[src/rtl/ram_banked_ctl_if.sv]
// Request/response bundle for ram_banked_ctl: valid/ready request, registered read response,
// and the clear control/status pair.
interface ram_banked_ctl_if #(
    parameter int unsigned DATA_W = 8,
    parameter int unsigned ADDR_W = 4,
    parameter int unsigned BANK_W = 1
);
    logic              req_valid;
    logic              req_ready;
    logic              req_rw;
    logic [ADDR_W-1:0] req_addr;
    logic [DATA_W-1:0] req_data;
    logic              rsp_valid;
    logic [DATA_W-1:0] rsp_data;
    logic [BANK_W-1:0] rsp_bank;
    logic              clear_start;
    logic              busy;

    modport master (
        output req_valid, req_rw, req_addr, req_data, clear_start,
        input  req_ready, rsp_valid, rsp_data, rsp_bank, busy
    );

    modport slave (
        input  req_valid, req_rw, req_addr, req_data, clear_start,
        output req_ready, rsp_valid, rsp_data, rsp_bank, busy
    );
endinterface

[src/rtl/ram_banked_ctl.sv]
// Banked RAM with a valid/ready request port, 1-cycle registered read response and a
// sweep-clear engine that zeroes one line of every bank per cycle.
module ram_banked_ctl #(
    parameter int unsigned DATA_W = 8,
    parameter int unsigned ADDR_W = 4,
    parameter int unsigned BANK_W = 1
) (
    input logic             clk,
    input logic             clr,
    ram_banked_ctl_if.slave bus
);
    localparam int unsigned LINE_W = ADDR_W - BANK_W;
    localparam int unsigned BANKS  = 2 ** BANK_W;
    localparam int unsigned LINES  = 2 ** LINE_W;

    if (BANK_W >= ADDR_W || DATA_W < 1) begin : g_param_check
        $error("ram_banked_ctl: need BANK_W < ADDR_W and DATA_W >= 1");
    end

    typedef enum logic {StClear, StRun} state_e;

    state_e            state_q, state_d;
    logic [LINE_W-1:0] cnt_q, cnt_d;
    logic              ready;
    logic              wr_acc, rd_acc;
    logic [BANK_W-1:0] bank;
    logic [LINE_W-1:0] line;

    logic [DATA_W-1:0] mem_q [BANKS][LINES];
    logic              rsp_valid_q;
    logic [DATA_W-1:0] rsp_data_q;
    logic [BANK_W-1:0] rsp_bank_q;

    assign bank   = bus.req_addr[ADDR_W-1 -: BANK_W];
    assign line   = bus.req_addr[LINE_W-1:0];
    assign wr_acc = bus.req_valid & ready & bus.req_rw;
    assign rd_acc = bus.req_valid & ready & ~bus.req_rw;

    always_comb begin
        state_d = state_q;
        cnt_d   = cnt_q;
        ready   = 1'b0;
        unique case (state_q)
            StClear: begin
                cnt_d = cnt_q + 1'b1;
                if (&cnt_q) begin
                    state_d = StRun;
                end
            end
            StRun: begin
                // A request coinciding with clear_start is refused, never half-served.
                ready = ~bus.clear_start;
                if (bus.clear_start) begin
                    state_d = StClear;
                    cnt_d   = '0;
                end
            end
            default: state_d = StClear;
        endcase
    end

    always_ff @(posedge clk) begin
        if (!clr) begin
            state_q     <= StClear;
            cnt_q       <= '0;
            rsp_valid_q <= 1'b0;
            rsp_data_q  <= '0;
            rsp_bank_q  <= '0;
        end else begin
            state_q     <= state_d;
            cnt_q       <= cnt_d;
            rsp_valid_q <= rd_acc;
            if (rd_acc) begin
                rsp_data_q <= mem_q[bank][line];
                rsp_bank_q <= bank;
            end
        end
    end

    // Storage has no reset of its own; the sweep that follows every reset zeroes it.
    always_ff @(posedge clk) begin
        if (clr) begin
            if (state_q == StClear) begin
                for (int b = 0; b < int'(BANKS); b++) begin
                    mem_q[b][cnt_q] <= '0;
                end
            end else if (wr_acc) begin
                mem_q[bank][line] <= bus.req_data;
            end
        end
    end

    assign bus.req_ready = ready;
    assign bus.busy      = (state_q == StClear);
    assign bus.rsp_valid = rsp_valid_q;
    assign bus.rsp_data  = rsp_data_q;
    assign bus.rsp_bank  = rsp_bank_q;
endmodule

[src/flat_wrapper.sv]
// flat-port wrapper written by rule: the top's interface ports become plain ports
module ram_banked_ctl_flat 
#(
    parameter int unsigned DATA_W = 8,
    parameter int unsigned ADDR_W = 4,
    parameter int unsigned BANK_W = 1
)
  (clk, clr, bus_req_valid, bus_req_rw, bus_req_addr, bus_req_data, bus_clear_start, bus_req_ready, bus_rsp_valid, bus_rsp_data, bus_rsp_bank, bus_busy);
  ram_banked_ctl_if #(.DATA_W(DATA_W), .ADDR_W(ADDR_W), .BANK_W(BANK_W)) bus_i ();
  input logic clk;
  input logic clr;
  input wire logic [$bits(bus_i.req_valid)-1:0] bus_req_valid;
  input wire logic [$bits(bus_i.req_rw)-1:0] bus_req_rw;
  input wire logic [$bits(bus_i.req_addr)-1:0] bus_req_addr;
  input wire logic [$bits(bus_i.req_data)-1:0] bus_req_data;
  input wire logic [$bits(bus_i.clear_start)-1:0] bus_clear_start;
  output wire logic [$bits(bus_i.req_ready)-1:0] bus_req_ready;
  output wire logic [$bits(bus_i.rsp_valid)-1:0] bus_rsp_valid;
  output wire logic [$bits(bus_i.rsp_data)-1:0] bus_rsp_data;
  output wire logic [$bits(bus_i.rsp_bank)-1:0] bus_rsp_bank;
  output wire logic [$bits(bus_i.busy)-1:0] bus_busy;
  assign bus_i.req_valid = bus_req_valid;
  assign bus_i.req_rw = bus_req_rw;
  assign bus_i.req_addr = bus_req_addr;
  assign bus_i.req_data = bus_req_data;
  assign bus_i.clear_start = bus_clear_start;
  assign bus_req_ready = bus_i.req_ready;
  assign bus_rsp_valid = bus_i.rsp_valid;
  assign bus_rsp_data = bus_i.rsp_data;
  assign bus_rsp_bank = bus_i.rsp_bank;
  assign bus_busy = bus_i.busy;
  ram_banked_ctl #(.DATA_W(DATA_W), .ADDR_W(ADDR_W), .BANK_W(BANK_W)) u_core (.clk(clk), .clr(clr), .bus(bus_i));
endmodule
[config.mk]
export PLATFORM = sky130hd
export DESIGN_NAME = ram_banked_ctl_flat
export DESIGN_NICKNAME = d
export VERILOG_FILES = /design/src/rtl/ram_banked_ctl_if.sv /design/src/rtl/ram_banked_ctl.sv /design/src/flat_wrapper.sv
export SDC_FILE = /design/constraint.sdc
export NUM_CORES = 1
export LEC_CHECK = 0
export BUFFER_PORTS_ARGS = -buffer_cell sky130_fd_sc_hd__clkbuf_2
export CELL_PAD_IN_SITES_DETAIL_PLACEMENT = 1
export CELL_PAD_IN_SITES_GLOBAL_PLACEMENT = 1
export CORE_MARGIN = 2
export CORE_UTILIZATION = 50
export CTS_CLUSTER_DIAMETER = 120
export DETAILED_ROUTE_END_ITERATION = 10
export GPL_TIMING_DRIVEN = 0
export PLACE_DENSITY_LB_ADDON = 0.3
export SKIP_LAST_GASP = 1
export SLEW_MARGIN = 30
export SYNTH_ARGS = -nofsm -noshare
export SYNTH_HDL_FRONTEND = slang
export SYNTH_SLANG_ARGS = --single-unit
[constraint.sdc]
create_clock -name clk -period 2.7 [get_ports clk]
set_input_delay 0.135 -clock clk [delete_from_list [all_inputs] [get_ports clk]]
set_output_delay 0.135 -clock clk [all_outputs]
set_load 0.02 [all_outputs]
### After elaboration in Yosys (flattened, before gate mapping)

Memories as Yosys holds them, arrays and structs flattened.
Index checks and enable logic that the tools add are counted.

| storage, ports and cells | value |
|---|---|
| flip-flop bits (word level) | 14 |
| RAM bits | 128 |
| output and inout port bits | 12 |
| logic and storage cells | 47 |
| memories | 1 |

| operators by class | value |
|---|---|
| $add $sub $neg | 1 |
| order comparisons | 4 |
| eq/ne operators | 1 |
| mux-type cells | 23 |
| bitwise logic cells | 8 |
| reductions and logical operators | 4 |

Memory list:

| name | words | bits a word | rd ports | clocked after memory_dff | write ports | RTL line | source |
|---|---|---|---|---|---|---|---|
| u_core.mem_q | 2 | 64 | 1 | 0 | 2 | ram_banked_ctl.sv:29 | `logic [DATA_W-1:0] mem_q [BANKS][LINES];` |

Operators by type and width:

| kind | count |
|---|---|
| 64-bit two-way mux | 4 |
| 64-bit OR reduction | 1 |
| 8-bit demux with 3-bit select | 2 |
| 8-bit two-way mux | 4 |
| 8-bit binary-select mux with 3-bit select | 1 |
| 1-bit two-way mux | 9 |
| 4-bit >= comparator (second input constant) | 2 |
| 4-bit by 1-bit < comparator with 1-bit output (second input constant) | 2 |
| 3-bit NOT with 4-bit output | 2 |
| 3-bit case mux with 2 select lines | 1 |
| 3-bit by 1-bit adder with 3-bit output (second input constant) | 1 |
| 1-bit AND | 3 |
| 3-bit two-way mux | 1 |
| 1-bit NOT | 3 |
| 3-bit AND reduction | 1 |
| 1-bit logical AND | 2 |
| 2-bit != test (second input constant) | 1 |
| 1-bit case mux with 2 select lines | 1 |

### Depth between registers and ports, before layout

| logic depth | value |
|---|---|
| depth after elaboration | 10 |
| gate-level depth with buffers | 7 |

### Worst setup path after synthesis

Ideal clock, no wire load.

| timing path | value |
|---|---|
| path type | register to register |
| start point | register u_core.state_q |
| end point | memory u_core.mem_q[1][16] (netlist name), enable pin |
| arrival time | 1.583 ns |
| path slack | 0.733 ns |
| cell stages (with the launch flop) | 5 |
| path buffers | 1 |
| period minus slack after synthesis | 1.967 ns |
| path through | dfxtp_1 > and4b_1 > nand3_1 > buf_2 > o21ai_0 |

RTL lines:

| item | RTL line | source |
|---|---|---|
| start, declared | ram_banked_ctl.sv:22 | `state_e state_q, state_d;` |
| start signal, assigned | ram_banked_ctl.sv:64 | `state_q <= StClear;` |
| start signal, assigned | ram_banked_ctl.sv:70 | `state_q <= state_d;` |
| end, declared | ram_banked_ctl.sv:29 |  |

==> run metrics <==
Hold Path End u_core.cnt_q[2]$_SDFFE_PN0P_; R2R setup slack between 200 and 250 ps; delay-heaviest family, CP simple AND/OR/NAND/NOR gates; maximum VDD drop 505 uV; library cells used by synthesis 36; Port-buffer cells 25; Layout area overhead 13.7%; CTS Root Cell clkbuf_16; count of state elements after synthesis 142; largest net degree at the start of global routing 17; Pleak 2.75 nW; Fin. Hold Viols 0; nature of the critical path endpoint register; sequential cell area fraction in the yosys report 0.632; total CTS buffers 17; Setup Viol. Count Final 0; cell taking the most area after synthesis edfxtp_1; initial core utilization 0.515; drt wl/cell 25.4 um; Sum Neg Setup Slack 0 ps; Max Cap Viol 0; Setup Buffers After CTS 0; cell area after synthesis 0.00653 sq mm; CP bufs+invs 1; die footprint 0.0140 sq mm; status finished clean; hold depth 2; max-slew violation count 0; Power Dens Cells 659 mW/mm^2; H-tree depth 4; Most used DFF post-synth edfxtp_1; crit start category register; CTS tree done; via count 4,229; ant diodes 0; Critical Path Fanout Max 10; grt ovf 0; num ports 29; routed wire length 17.9 mm; initial antenna violation count 0; top cells by count, synth and2_1 (129), edfxtp_1 (128), mux2i_1 (32); area share of the largest cell type after synthesis 0.589; R2R Path Start u_core.state_q$_SDFF_PN0_; HPWL after detailed placement between 10 and 15 mm; max incr delay on CP ~500 ps; RSZ-0062 raised after global routing false; number of DRC markers in iteration 0 around 370; Avg Vias per Cell between 5 and 6; Die Wd between 100 and 150 um; Mapped Nets 495; GP Congestion 0.844; Post-DRT Antenna Nets 0; Avg Cell Area, Syn 13.7 sq um; Pwr Total 4.89 mW; period utilization 0.910; hold buffers post-CTS 0; fmax 407 MHz; CP Cell Sequence and4b_1 -> nand3b_1 -> buf_2 -> nor2_1 -> a31o_2; Slew headroom 0.411; DRC 0; Hold Crit Class in2reg; Cell Rows 41; Syn Inst Count roughly 480; Tightest Pin Transition 878 ps; nets 539; Worst-Skew Late Latency 420 ps; first-pass GRT wire length about 27 mm; PostCTS Resize Cnt 0; clk sink count around 140; Final min period between 2000 and 2500 ps; 1st-pass router iterations 5; number of synthesized flops with an enable pin ~130; Setup Skew 8.20 ps; critical path data arrival time 2550 ps; most frequent cell after synthesis and2_1; Critical Path RT between 2000 and 3000 ps; r2r endpoint u_core.mem_q[1][9]$_SDFFCE_PN0P_; Worst R2R Path Depth 5; clock slew at reported path FFs 60 ps; fraction of registers with async set/reset 0; critical path class reg2reg; layout cells sized above 1 0.180; hold_sp clr; Max Root-Sink Buffers 2; Slowest-stage cell, CP nor2_1; Synth area leaders edfxtp_1 (59%), and2_1 (12%), mux4_2 (5.5%), mux2i_1 (4.9%), dfxtp_1 (4.3%); number of global-route vias before repair 4,372; Warnings, synthesis 0; core area about 0.013 sq mm; aggregate global-route resource usage 0.270; Die H 118 um
power breakdown:
part / internal (mW) / leakage [nW] / switching [mW] / total [mW]
combinational: 0.0872 / 1.09 / 0.185 / 0.272
sequential: 2.41 / 1.38 / 0.0210 / 2.44
clock: 1.33 / 0.275 / 0.861 / 2.19
logic make-up (layout without fill, tap and decap cells):
family / count (synthesis) / after routing / share of synthesized area
DFF: 142 / 142 / 0.632
muxes: 48 / 48 / 0.104
AOI/OAI and AO/OA: 68 / 68 / 0.0656
adders and majority gates: 2 / 2 / 0.00383
buffers and inverters: 32 / 89 / 0.0226
and+or+nand+nor: 184 / 184 / 0.172
worst max path at each step:
stage | from | to | slack, ps | depth (start not counted)
6_report | u_core.state_q$_SDFF_PN0_ | u_core.mem_q[1][9]$_SDFFCE_PN0P_ | 240 | 5
3_3_place_gp | u_core.state_q$_SDFF_PN0_ | u_core.mem_q[0][28]$_SDFFCE_PN0P_ | 110 | 4
4_1_cts | u_core.state_q$_SDFF_PN0_ | u_core.mem_q[1][31]$_SDFFCE_PN0P_ | 230 | 4
2_1_floorplan | u_core.state_q$_SDFF_PN0_ | u_core.mem_q[1][16]$_SDFFCE_PN0P_ | 730 | 4
3_5_place_dp | u_core.state_q$_SDFF_PN0_ | u_core.mem_q[1][31]$_SDFFCE_PN0P_ | 250 | 4
5_1_grt | u_core.state_q$_SDFF_PN0_ | u_core.mem_q[1][9]$_SDFFCE_PN0P_ | 150 | 5
area by class of cell:
type                       instances  area, sq um
buffer                            31          144
clock buffer                      24          482
clock inverter                     8         63.8
fill                            1260         5250
inverter                           1         3.75
multi-input combinational        302         2260
sequential                       142         4120
tap                              172          215
timing repair buffer              25          125
flip-flops by register name (all words and copies together), names as in the netlist:
register	cells
u_core.bus.rsp_bank	1
u_core.cnt_q	3
u_core.bus.rsp_data	8
u_core.state_q	1
u_core.bus.rsp_valid	1
u_core.mem_q	128
placed cells by master, fill, tap and decap left out, drive strengths merged, types with 2 or more instances in the layout:
| cell | n |
|---|---|
| nor4 | 2 |
| nor2 | 17 |
| and2 | 131 |
| o221ai | 7 |
| mux2i | 32 |
| a21o | 4 |
| nor2b | 8 |
| or3b | 2 |
| clkinv | 7 |
| dfxtp | 14 |
| nand3b | 4 |
| nand3 | 2 |
| o21ai | 23 |
| nor3 | 2 |
| edfxtp | 128 |
| a31o | 4 |
| a21oi | 19 |
| nand2 | 12 |
| buf | 15 |
| a221oi | 7 |
| clkbuf | 65 |
| ha | 2 |
| mux4 | 16 |
through the flow:
stage	setup slack [ps]	hold WS, ps	instance area (sq um)	std cells	util
6_report	244	82.1	7420	705	0.586
5_1_grt	146	89.4	7420	705	0.586
4_1_cts	230	68.8	7410	705	0.585
3_5_place_dp	252	501	6870	673	0.542
3_3_place_gp	114	444	6870	673	0.542
2_1_floorplan	733	263	6530	476	-
per-layer routing:
| metal | vias to the layer above | global-route usage | share of wire |
|---|---|---|---|
| li1 | 1841 | - | - |
| met1 | 2196 | 0.379 | 0.44 |
| met2 | 164 | 0.419 | 0.47 |
| met3 | 28 | 0.0569 | 0.063 |
| met4 | 0 | 0.0919 | 0.024 |
| met5 | - | 0 | 0 |
Note: power is estimated with default switching activity, not from simulation.
